### config.mk
export PLATFORM = sky130hd
export DESIGN_NAME = rd_empty_ctrl
export DESIGN_NICKNAME = d
export VERILOG_FILES = /design/src/rtl/fifo_pkg.sv /design/src/rtl/ptr_sync.sv /design/src/rtl/rd_empty_ctrl.sv
export SDC_FILE = /design/constraint.sdc
export NUM_CORES = 1
export LEC_CHECK = 0
export ABC_AREA = 1
export BUFFER_PORTS_ARGS = -buffer_cell sky130_fd_sc_hd__buf_4
export CELL_PAD_IN_SITES_DETAIL_PLACEMENT = 1
export CELL_PAD_IN_SITES_GLOBAL_PLACEMENT = 1
export CORE_MARGIN = 2
export CORE_UTILIZATION = 41
export DETAILED_ROUTE_END_ITERATION = 8
export PLACE_DENSITY_LB_ADDON = 0.1
export SLEW_MARGIN = 20
export SYNTH_ARGS = -nofsm -noshare
export SYNTH_HDL_FRONTEND = slang
export SYNTH_SLANG_ARGS = --single-unit
export TNS_END_PERCENT = 5
### constraint.sdc
create_clock -name r_clk -period 6.7 [get_ports r_clk]
set_input_delay 0.335 -clock r_clk [delete_from_list [all_inputs] [get_ports r_clk]]
set_output_delay 0.335 -clock r_clk [all_outputs]
set_load 0.01 [all_outputs]
### src/rtl/fifo_pkg.sv
// ==== fifo_pkg : pointer width helpers and gray/binary conversion shared by both FIFO sides ====
// ==== Rev 1.0 ====
`default_nettype none

package fifo_pkg;

  localparam int PTR_MAX_W = 32;

  typedef logic [PTR_MAX_W-1:0] ptr_t;

  function automatic int addr_width(input int depth);
    return (depth <= 1) ? 1 : $clog2(depth);
  endfunction

  function automatic ptr_t bin2gray(input ptr_t b);
    return b ^ (b >> 1);
  endfunction

  // Each binary bit is the XOR of all gray bits at or above it.
  function automatic ptr_t gray2bin(input ptr_t g);
    ptr_t b;
    b = '0;
    for (int i = 0; i < PTR_MAX_W; i++) begin
      b[i] = ^(g >> i);
    end
    return b;
  endfunction

endpackage

`default_nettype wire

### src/rtl/ptr_sync.sv
// ==== ptr_sync : two-flop synchroniser for a gray pointer crossing clock domains ====
// ==== Rev 1.0 ====
`default_nettype none

module ptr_sync #(
  parameter int W = 4
) (
  input  logic         clk,
  input  logic         rst_n,
  input  logic [W-1:0] d,
  output logic [W-1:0] q
);

  logic [W-1:0] meta;

  always_ff @(posedge clk or negedge rst_n) begin
    if (!rst_n) begin
      meta <= '0;
      q    <= '0;
    end else begin
      meta <= d;
      q    <= meta;
    end
  end

endmodule

`default_nettype wire

### src/rtl/rd_empty_ctrl.sv
// ==== rd_empty_ctrl : dual-clock FIFO read side; RD_FWFT_EN selects first-word-fall-through ====
// ==== Rev 1.0 ====
`default_nettype none

module rd_empty_ctrl
  import fifo_pkg::*;
#(
  parameter  int WIDTH     = 4,
  parameter  int DEPTH     = 8,
  parameter  int AE_THRESH = 1,
  localparam int AW        = addr_width(DEPTH),
  localparam int PW        = AW + 1
) (
  input  logic             r_clk,
  input  logic             rst_n,
  input  logic             rd_rq,
  input  logic [PW-1:0]    wptr,
  input  logic [WIDTH-1:0] mem_rdata,
  output logic [AW-1:0]    raddr,
  output logic [PW-1:0]    rptr,
  output logic [WIDTH-1:0] rdata,
  output logic             rvalid,
  output logic             empty,
  output logic             almost_empty
);

  localparam logic [PW-1:0] AE_LIMIT = PW'(AE_THRESH);

  logic [PW-1:0] rsync_ptr2;
  logic [PW-1:0] rbin;
  logic [PW-1:0] rbinnext;
  logic [PW-1:0] rgraynext;
  logic [PW-1:0] wbin_s;
  logic [PW-1:0] cnt;
  logic          empty_int;
  logic          pop;
  logic          rvalid_next;

  ptr_sync #(.W(PW)) u_wptr_sync (
    .clk   (r_clk),
    .rst_n (rst_n),
    .d     (wptr),
    .q     (rsync_ptr2)
  );

  assign wbin_s    = PW'(gray2bin(ptr_t'(rsync_ptr2)));
  assign rbinnext  = rbin + PW'(pop);
  assign rgraynext = PW'(bin2gray(ptr_t'(rbinnext)));
  assign raddr     = rbin[AW-1:0];

`ifdef RD_FWFT_EN
  // The output register holds the head word; refill it whenever it is free or being consumed.
  assign pop = ~empty_int & (~rvalid | rd_rq);

  always_comb begin
    rvalid_next = rvalid;
    if (pop) begin
      rvalid_next = 1'b1;
    end else if (rvalid & rd_rq) begin
      rvalid_next = 1'b0;
    end
  end

  assign cnt   = wbin_s - rbinnext + PW'(rvalid_next);
  assign empty = ~rvalid;
`else
  assign pop         = rd_rq & ~empty_int;
  assign rvalid_next = pop;
  assign cnt         = wbin_s - rbinnext;
  assign empty       = empty_int;
`endif

  // Flags compare against the synchronised write pointer, so they can only lag toward empty.
  always_ff @(posedge r_clk or negedge rst_n) begin
    if (!rst_n) begin
      rbin      <= '0;
      rptr      <= '0;
      empty_int <= 1'b1;
    end else begin
      rbin      <= rbinnext;
      rptr      <= rgraynext;
      empty_int <= (rgraynext == rsync_ptr2);
    end
  end

  always_ff @(posedge r_clk or negedge rst_n) begin
    if (!rst_n) begin
      rdata        <= '0;
      rvalid       <= 1'b0;
      almost_empty <= 1'b1;
    end else begin
      rvalid       <= rvalid_next;
      almost_empty <= (cnt <= AE_LIMIT);
      if (pop) begin
        rdata <= mem_rdata;
      end
    end
  end

endmodule

`default_nettype wire

==> results of run 1 <==
==> synthesized netlist by cell type (all sizes together) <==
library cell	n	area (µm²)
a21oi	3	18.8
dfrtp	20	500
dfstp	2	52.6
fa	1	20.0
ha	5	62.6
inv	16	60.1
nand2	39	164
nand3	12	60.1
nand4	2	12.5
nor2	2	7.51
o21ai	2	10.0
xnor2	3	26.3
xor2	2	17.5
==> stage by stage <==
step	worst slack [ns]	instance area [µm²]
after floorplan	4.54	1010
final	4.24	1290
after CTS	4.24	1290
after global placement	4.33	1230
after detailed placement	4.23	1230
after global routing	4.03	1290
==> cells in the final DEF, fill, tap and decap left out <==
master,count
sky130_fd_sc_hd__nand4_1,2
sky130_fd_sc_hd__nor2_1,2
sky130_fd_sc_hd__fa_1,1
sky130_fd_sc_hd__nand3_1,12
sky130_fd_sc_hd__xor2_1,2
sky130_fd_sc_hd__nand2_1,34
sky130_fd_sc_hd__a21oi_2,1
sky130_fd_sc_hd__ha_1,5
sky130_fd_sc_hd__a21oi_1,2
sky130_fd_sc_hd__xnor2_1,3
sky130_fd_sc_hd__dfrtp_1,20
sky130_fd_sc_hd__buf_4,24
sky130_fd_sc_hd__clkbuf_4,3
sky130_fd_sc_hd__nand2_4,1
sky130_fd_sc_hd__nand2_2,4
sky130_fd_sc_hd__dlygate4sd3_1,1
sky130_fd_sc_hd__o21ai_0,2
sky130_fd_sc_hd__dfstp_2,2
sky130_fd_sc_hd__bufinv_16,1
sky130_fd_sc_hd__inv_1,16
==> per-layer routing <==
layer | part of all wire [%] | vias to the layer above | global-route usage, % | routed length [µm]
li1 | - | 400 | - | -
met1 | 39 | 409 | 19.5 | 893
met2 | 58 | 14 | 34.3 | 1320
met3 | 3.4 | 0 | 3.61 | 77
met4 | 0 | 0 | 5.13 | 0
met5 | 0 | - | 0 | 0
==> worst max-delay path, delay by kind of cell, from the launching register on <==
kind	cells	cell delay, ns
AOI/OAI and AO/OA	2	0.35
and+or+nand+nor	5	0.73
buffers and inverters	1	0.07
adders and majority gates	3	0.86
DFF	1	0.40
==> state kept, by name (all words and copies together) (netlist names) <==
signal / count
almost_empty: 1
rptr: 3
rvalid: 1
u_wptr_sync.q: 4
rdata: 4
u_wptr_sync.meta: 4
empty: 1
rbin: 4
==> kinds of logic (layout without fill, tap and decap cells) <==
kind of cell / Yosys count / after routing / share of synthesized area (%)
buf+inv: 16 / 45 / 5.93
fa+ha+maj: 6 / 6 / 8.16
xor+xnor: 5 / 5 / 4.33
simple gates: 55 / 55 / 24.1
flops: 22 / 22 / 54.6
compound gates: 5 / 5 / 2.84
==> power groups by stage <==
stage | Sequential [µW] | Combinational (µW) | Clock, µW
2_1_floorplan | 213 | 186 | 0
3_3_place_gp | 199 | 299 | 0
3_5_place_dp | 201 | 311 | 0
4_1_cts | 201 | 316 | 106
5_1_grt | 203 | 355 | 112
6_report | 199 | 311 | 104
==> final cells by class <==
| cell class | count | share of cell area [%] |
|---|---|---|
| multi-input cells | 71 | 30.9 |
| flip-flops and latches | 22 | 42.8 |
| clock buffers | 3 | 1.74 |
| well taps | 30 | 2.90 |
| clock inverters | 1 | 2.32 |
| inverters | 16 | 4.65 |
| repair buffers | 25 | 14.7 |
==> path summary, 6_finish.rpt <==
check | from | to | slack [ns] | cells after the start
min in group asynchronous | rst_n | rbin[2]$_DFF_PN0_ | 0.43 | 2
max in group asynchronous | rst_n | almost_empty$_DFF_PN1_ | 6.00 | 2
max reg2reg | empty$_DFF_PN1_ | almost_empty$_DFF_PN1_ | 4.24 | 11
max | empty$_DFF_PN1_ | almost_empty$_DFF_PN1_ | 4.24 | 11
min | wptr[1] | u_wptr_sync.meta[1]$_DFF_PN0_ | 0.12 | 1
min reg2reg | u_wptr_sync.meta[3]$_DFF_PN0_ | u_wptr_sync.q[3]$_DFF_PN0_ | 0.36 | 0
==> results.json, run 1 <==
{
  "multiInputGateArea_um2": 399,
  "setup.worst_path.end_class": "flop",
  "ioPinCount": 25,
  "cts_post_setup_buffers_inserted": 0,
  "clk_path_buf_depth": 2,
  "dp_hpwl_um": 1720,
  "period_minus_slack_ns": 2.46,
  "mappedNetlistArea_mm2": 0.00101,
  "finalCritPeriodShare_pct": 36.7,
  "die_w_um": 53.7,
  "detail_route.wirelength_um": 2290,
  "layout.nets": 156,
  "timing_worst_slew_pin_value_ns": 0.431,
  "clock_skew_ns": 0.00354,
  "dr.first_iter.drc_count": 8,
  "globalRouteOverflowTotal": 0,
  "power_uw": 615,
  "syn_to_final_growth_pct": 27.7,
  "antenna_cells_inserted": 0,
  "timing.final.max_slew_violations": 0,
  "final_core_utilization_pct": 53.6,
  "cells_resized_by_post_cts_repair": 0,
  "outcome": "complete, no violations",
  "floorplan.rows": 18,
  "cts_inserted_buffers": 3,
  "fp.dieArea_mm2": 0.00288,
  "cts.sink_count": 22,
  "root_buffer": "sky130_fd_sc_hd__clkbuf_4",
  "clkSlewWorstSetupHoldPaths_ns": 0.13,
  "crit_chain": "nor2_1, ha_1, ha_1, inv_1, nand2_2, nand2_4, ha_1, nand2_1, o21ai_0, nand3_1, a21oi_2",
  "synthesis.instances": 109,
  "worstSkewPairLatency_ns": 0.31,
  "vias": 823,
  "h_tree_levels": 1,
  "cp_data_required_time_ns": 6.96,
  "pin_count_of_the_biggest_net_entering_global_routing": 23,
  "maxClockFrequency_mhz": 407,
  "ff_latch_area_um2": 553,
  "worst_ir_drop_vdd_mv": 0.258,
  "grt_pass1_vias": 836,
  "critical-path-top-cell-by-count": "sky130_fd_sc_hd__ha_1",
  "cp_max_fo": 7,
  "post_route_cells_drive_above_1_share_pct": 26.1,
  "core_area_mm2": 0.00241,
  "route.detailed.drc": 0,
  "post_synth_num_cell_types": 16,
  "pwr-share-comb_pct": 50.7,
  "power_switching_uw": 256,
  "highest_delay_cell_along_the_critical_path": "sky130_fd_sc_hd__dfstp_2",
  "antenna_found_initial": 0,
  "power_density_mw_per_mm2": 476,
  "vias_per_cell": 4.90,
  "finalSetupViolCount": 0,
  "hold_viol_final": 0,
  "routabilityCongestion": 0.791,
  "tritoncts": "yes",
  "placed_cell_count": 163,
  "switching_share_pct": 41.6,
  "effective_utilization_at_floorplan_pct": 42.0,
  "drt_pre_antenna_iters": 4,
  "final-instance-count-excl-fill": 168,
  "crit_path_max_incr_delay_ns": 0.40,
  "fin_tns_setup_ns": 0,
  "max_slew_margin_pct": 71.2,
  "track_usage_pct": 17.9,
  "cap_violations": 0,
  "ys_seq_area_share_pct": 54.6,
  "power_frac_seq_pct": 32.4,
  "fill_cells": 286,
  "postSynthRegisterBits": 22,
  "hold_class": "in -> reg",
  "finalHoldWorstSlack_ns": 0.118,
  "port-buffer-count": 24,
  "drt.antenna.violating_nets": 0,
  "post_cts_hold_buffer_count": 1,
  "yosys_warnings": 0,
  "first_pass_grt_wire_length_um": 3630,
  "setup.worst_path.class": "reg -> reg",
  "avgRoutedWirePerCell_um": 13.6,
  "setup.worst_path.start_class": "flop",
  "p_leak_uw": 0.000697,
  "postSynthNetCount": 126,
  "grt_setup_unrepaired": "no",
  "power_report.internal_total_uw": 359,
  "postSynthAreaPerCell_um2": 9.29,
  "worstPathArrival_ns": 2.71,
  "clkPwrFrac_pct": 17.0,
  "fp.dieH_um": 53.7
}
(Power assumes the default switching activity.)
==> run 2, diff against run 1 <==
--- a/config.mk
+++ b/config.mk
@@ -10,7 +10,7 @@
 export CELL_PAD_IN_SITES_DETAIL_PLACEMENT = 1
 export CELL_PAD_IN_SITES_GLOBAL_PLACEMENT = 1
 export CORE_MARGIN = 2
-export CORE_UTILIZATION = 41
+export CORE_UTILIZATION = 38
 export DETAILED_ROUTE_END_ITERATION = 8
 export PLACE_DENSITY_LB_ADDON = 0.1
 export SLEW_MARGIN = 20
==> constraint.sdc (replaced) <==
create_clock -name r_clk -period 2.3 [get_ports r_clk]
set_input_delay 0.115 -clock r_clk [delete_from_list [all_inputs] [get_ports r_clk]]
set_output_delay 0.115 -clock r_clk [all_outputs]
set_load 0.01 [all_outputs]
==> run 2 against run 1 <==
Global-route usage fell by 1.8 points. Sequential power rose to 2.9 times the previous value. Core utilization is 1.7 points higher.
==> results.json, run 2 (same netlist as run 1, synthesis figures left out) <==
{
  "outcome": "complete, no violations",
  "cap_violations": 0,
  "route.detailed.drc": 0,
  "avgRoutedWirePerCell_um": 12.7,
  "fill_cells": 290,
  "antenna_cells_inserted": 0,
  "timing.final.max_slew_violations": 0,
  "cts_inserted_buffers": 3,
  "period_minus_slack_ns": 2.20,
  "timing_worst_slew_pin_value_ns": 0.280,
  "hold_class": "in -> reg",
  "die_w_um": 55.6,
  "antenna_found_initial": 0,
  "fp.dieArea_mm2": 0.00309,
  "fin_tns_setup_ns": 0,
  "power_density_mw_per_mm2": 1270,
  "dr.first_iter.drc_count": 7,
  "floorplan.rows": 18,
  "globalRouteOverflowTotal": 0,
  "setup.worst_path.class": "reg -> reg",
  "first_pass_grt_wire_length_um": 3830,
  "cp_max_fo": 5,
  "power_uw": 1750,
  "h_tree_levels": 1,
  "hold_viol_final": 0,
  "clock_skew_ns": 0.00235,
  "placed_cell_area_mm2": 0.00125,
  "placed_cell_count": 166,
  "drt_pre_antenna_iters": 4,
  "setup.worst_path.start_class": "flop",
  "final_core_utilization_pct": 55.4,
  "max_slew_margin_pct": 81.3,
  "grt_pass1_vias": 885,
  "fp.dieH_um": 55.6,
  "cp_data_required_time_ns": 2.56,
  "vias_per_cell": 4.79,
  "final-instance-count-excl-fill": 179,
  "effective_utilization_at_floorplan_pct": 40.5,
  "clkSlewWorstSetupHoldPaths_ns": 0.12,
  "dp_hpwl_um": 1720,
  "worstPathArrival_ns": 2.46,
  "cts.sink_count": 22,
  "syn_to_final_growth_pct": 36.7,
  "layout.nets": 167,
  "track_usage_pct": 16.1,
  "clk_path_buf_depth": 2,
  "drt.antenna.violating_nets": 0,
  "post_route_cells_drive_above_1_share_pct": 28.9,
  "finalSetupViolCount": 0,
  "worst_ir_drop_vdd_mv": 0.581,
  "setup.worst_path.end_class": "flop",
  "p_leak_uw": 0.000736,
  "core_area_mm2": 0.00250,
  "root_buffer": "sky130_fd_sc_hd__clkbuf_4",
  "vias": 857,
  "pin_count_of_the_biggest_net_entering_global_routing": 23,
  "layout.cells.most_common": "sky130_fd_sc_hd__nand2_1",
  "layout_common_cells": "sky130_fd_sc_hd__nand2_1 (33), sky130_fd_sc_hd__buf_4 (28), sky130_fd_sc_hd__dfrtp_1 (20)",
  "layout.cell_area.non_filler_mm2": 0.00138,
  "routabilityCongestion": 0.767,
  "ioPinCount": 25,
  "worstSkewPairLatency_ns": 0.31,
  "finalCritPeriodShare_pct": 95.6,
  "detail_route.wirelength_um": 2280,
  "tritoncts": "yes",
  "port-buffer-count": 24,
  "maxClockFrequency_mhz": 455
}
run 2: path summary, 6_finish.rpt:
kind,cells after the start,start,slack [ns],end
hold / removal,3,mem_rdata[3],0.008,rdata[3]$_DFFE_PN0N_
max in group asynchronous,2,rst_n,1.82,empty$_DFF_PN1_
setup / recovery,12,empty$_DFF_PN1_,0.10,almost_empty$_DFF_PN1_
min in group asynchronous,2,rst_n,0.20,rptr[1]$_DFF_PN0_
hold reg to reg,0,u_wptr_sync.meta[1]$_DFF_PN0_,0.36,u_wptr_sync.q[1]$_DFF_PN0_
setup reg to reg,12,empty$_DFF_PN1_,0.10,almost_empty$_DFF_PN1_
run 2: timing repair:
action | in CTS | in global routing
buffers inserted | 0 | 1
hold endpoints to repair | 29 | 0
endpoints found under the setup margin | 0 | 1
gates resized for setup | 0 | 3
hold buffers | 8 | 0
run 2: area by class of cell:
cell class	instances	area (µm²)	share of cell area (%)
sequential	22	553	40.0
clock buffer	4	36.3	2.62
timing repair buffer	36	290	21.0
inverter	16	60.1	4.34
multi-input combinational	71	407	29.4
tap	30	37.5	2.71
run 2: metrics by stage:
| stage | worst slack [ns] | hold WS (ns) |
|---|---|---|
| after detailed placement | 0.0944 | 0.0187 |
| final | 0.100 | 0.00812 |
| after floorplan | 0.140 | -0.181 |
| after global routing | -0.104 | 0.0191 |
| after global placement | 0.196 | 0.0204 |
| after CTS | 0.0701 | 0.00630 |
run 2: power breakdown:
group	switching [µW]	total, µW	leakage [µW]	internal, µW
combinational	545	956	0.000457	410
sequential	75.4	577	0.000258	501
clock	122	218	0.0000210	96.7
run 2: layer usage:
layer / part of all wire, % / vias to the layer above / GRT usage (%)
met5: 0 / - / 0
met4: 3.1 / 0 / 8.36
met3: 3.9 / 6 / 3.26
met2: 51 / 22 / 27.9
met1: 42 / 414 / 18.7
li1: - / 415 / -
run 2: critical path, cell delays in order, from the launching register on:
cell and delay [ns]:
sky130_fd_sc_hd__dfstp_2 0.39, sky130_fd_sc_hd__nor2_1 0.22, sky130_fd_sc_hd__ha_2 0.24, sky130_fd_sc_hd__ha_2 0.20, sky130_fd_sc_hd__inv_1 0.07, sky130_fd_sc_hd__nand2_2 0.10, sky130_fd_sc_hd__nand2_4 0.07, sky130_fd_sc_hd__ha_1 0.33
sky130_fd_sc_hd__a21oi_1 0.15, sky130_fd_sc_hd__o21ai_0 0.12, sky130_fd_sc_hd__inv_1 0.07, sky130_fd_sc_hd__nand3_1 0.09, sky130_fd_sc_hd__a21oi_2 0.12
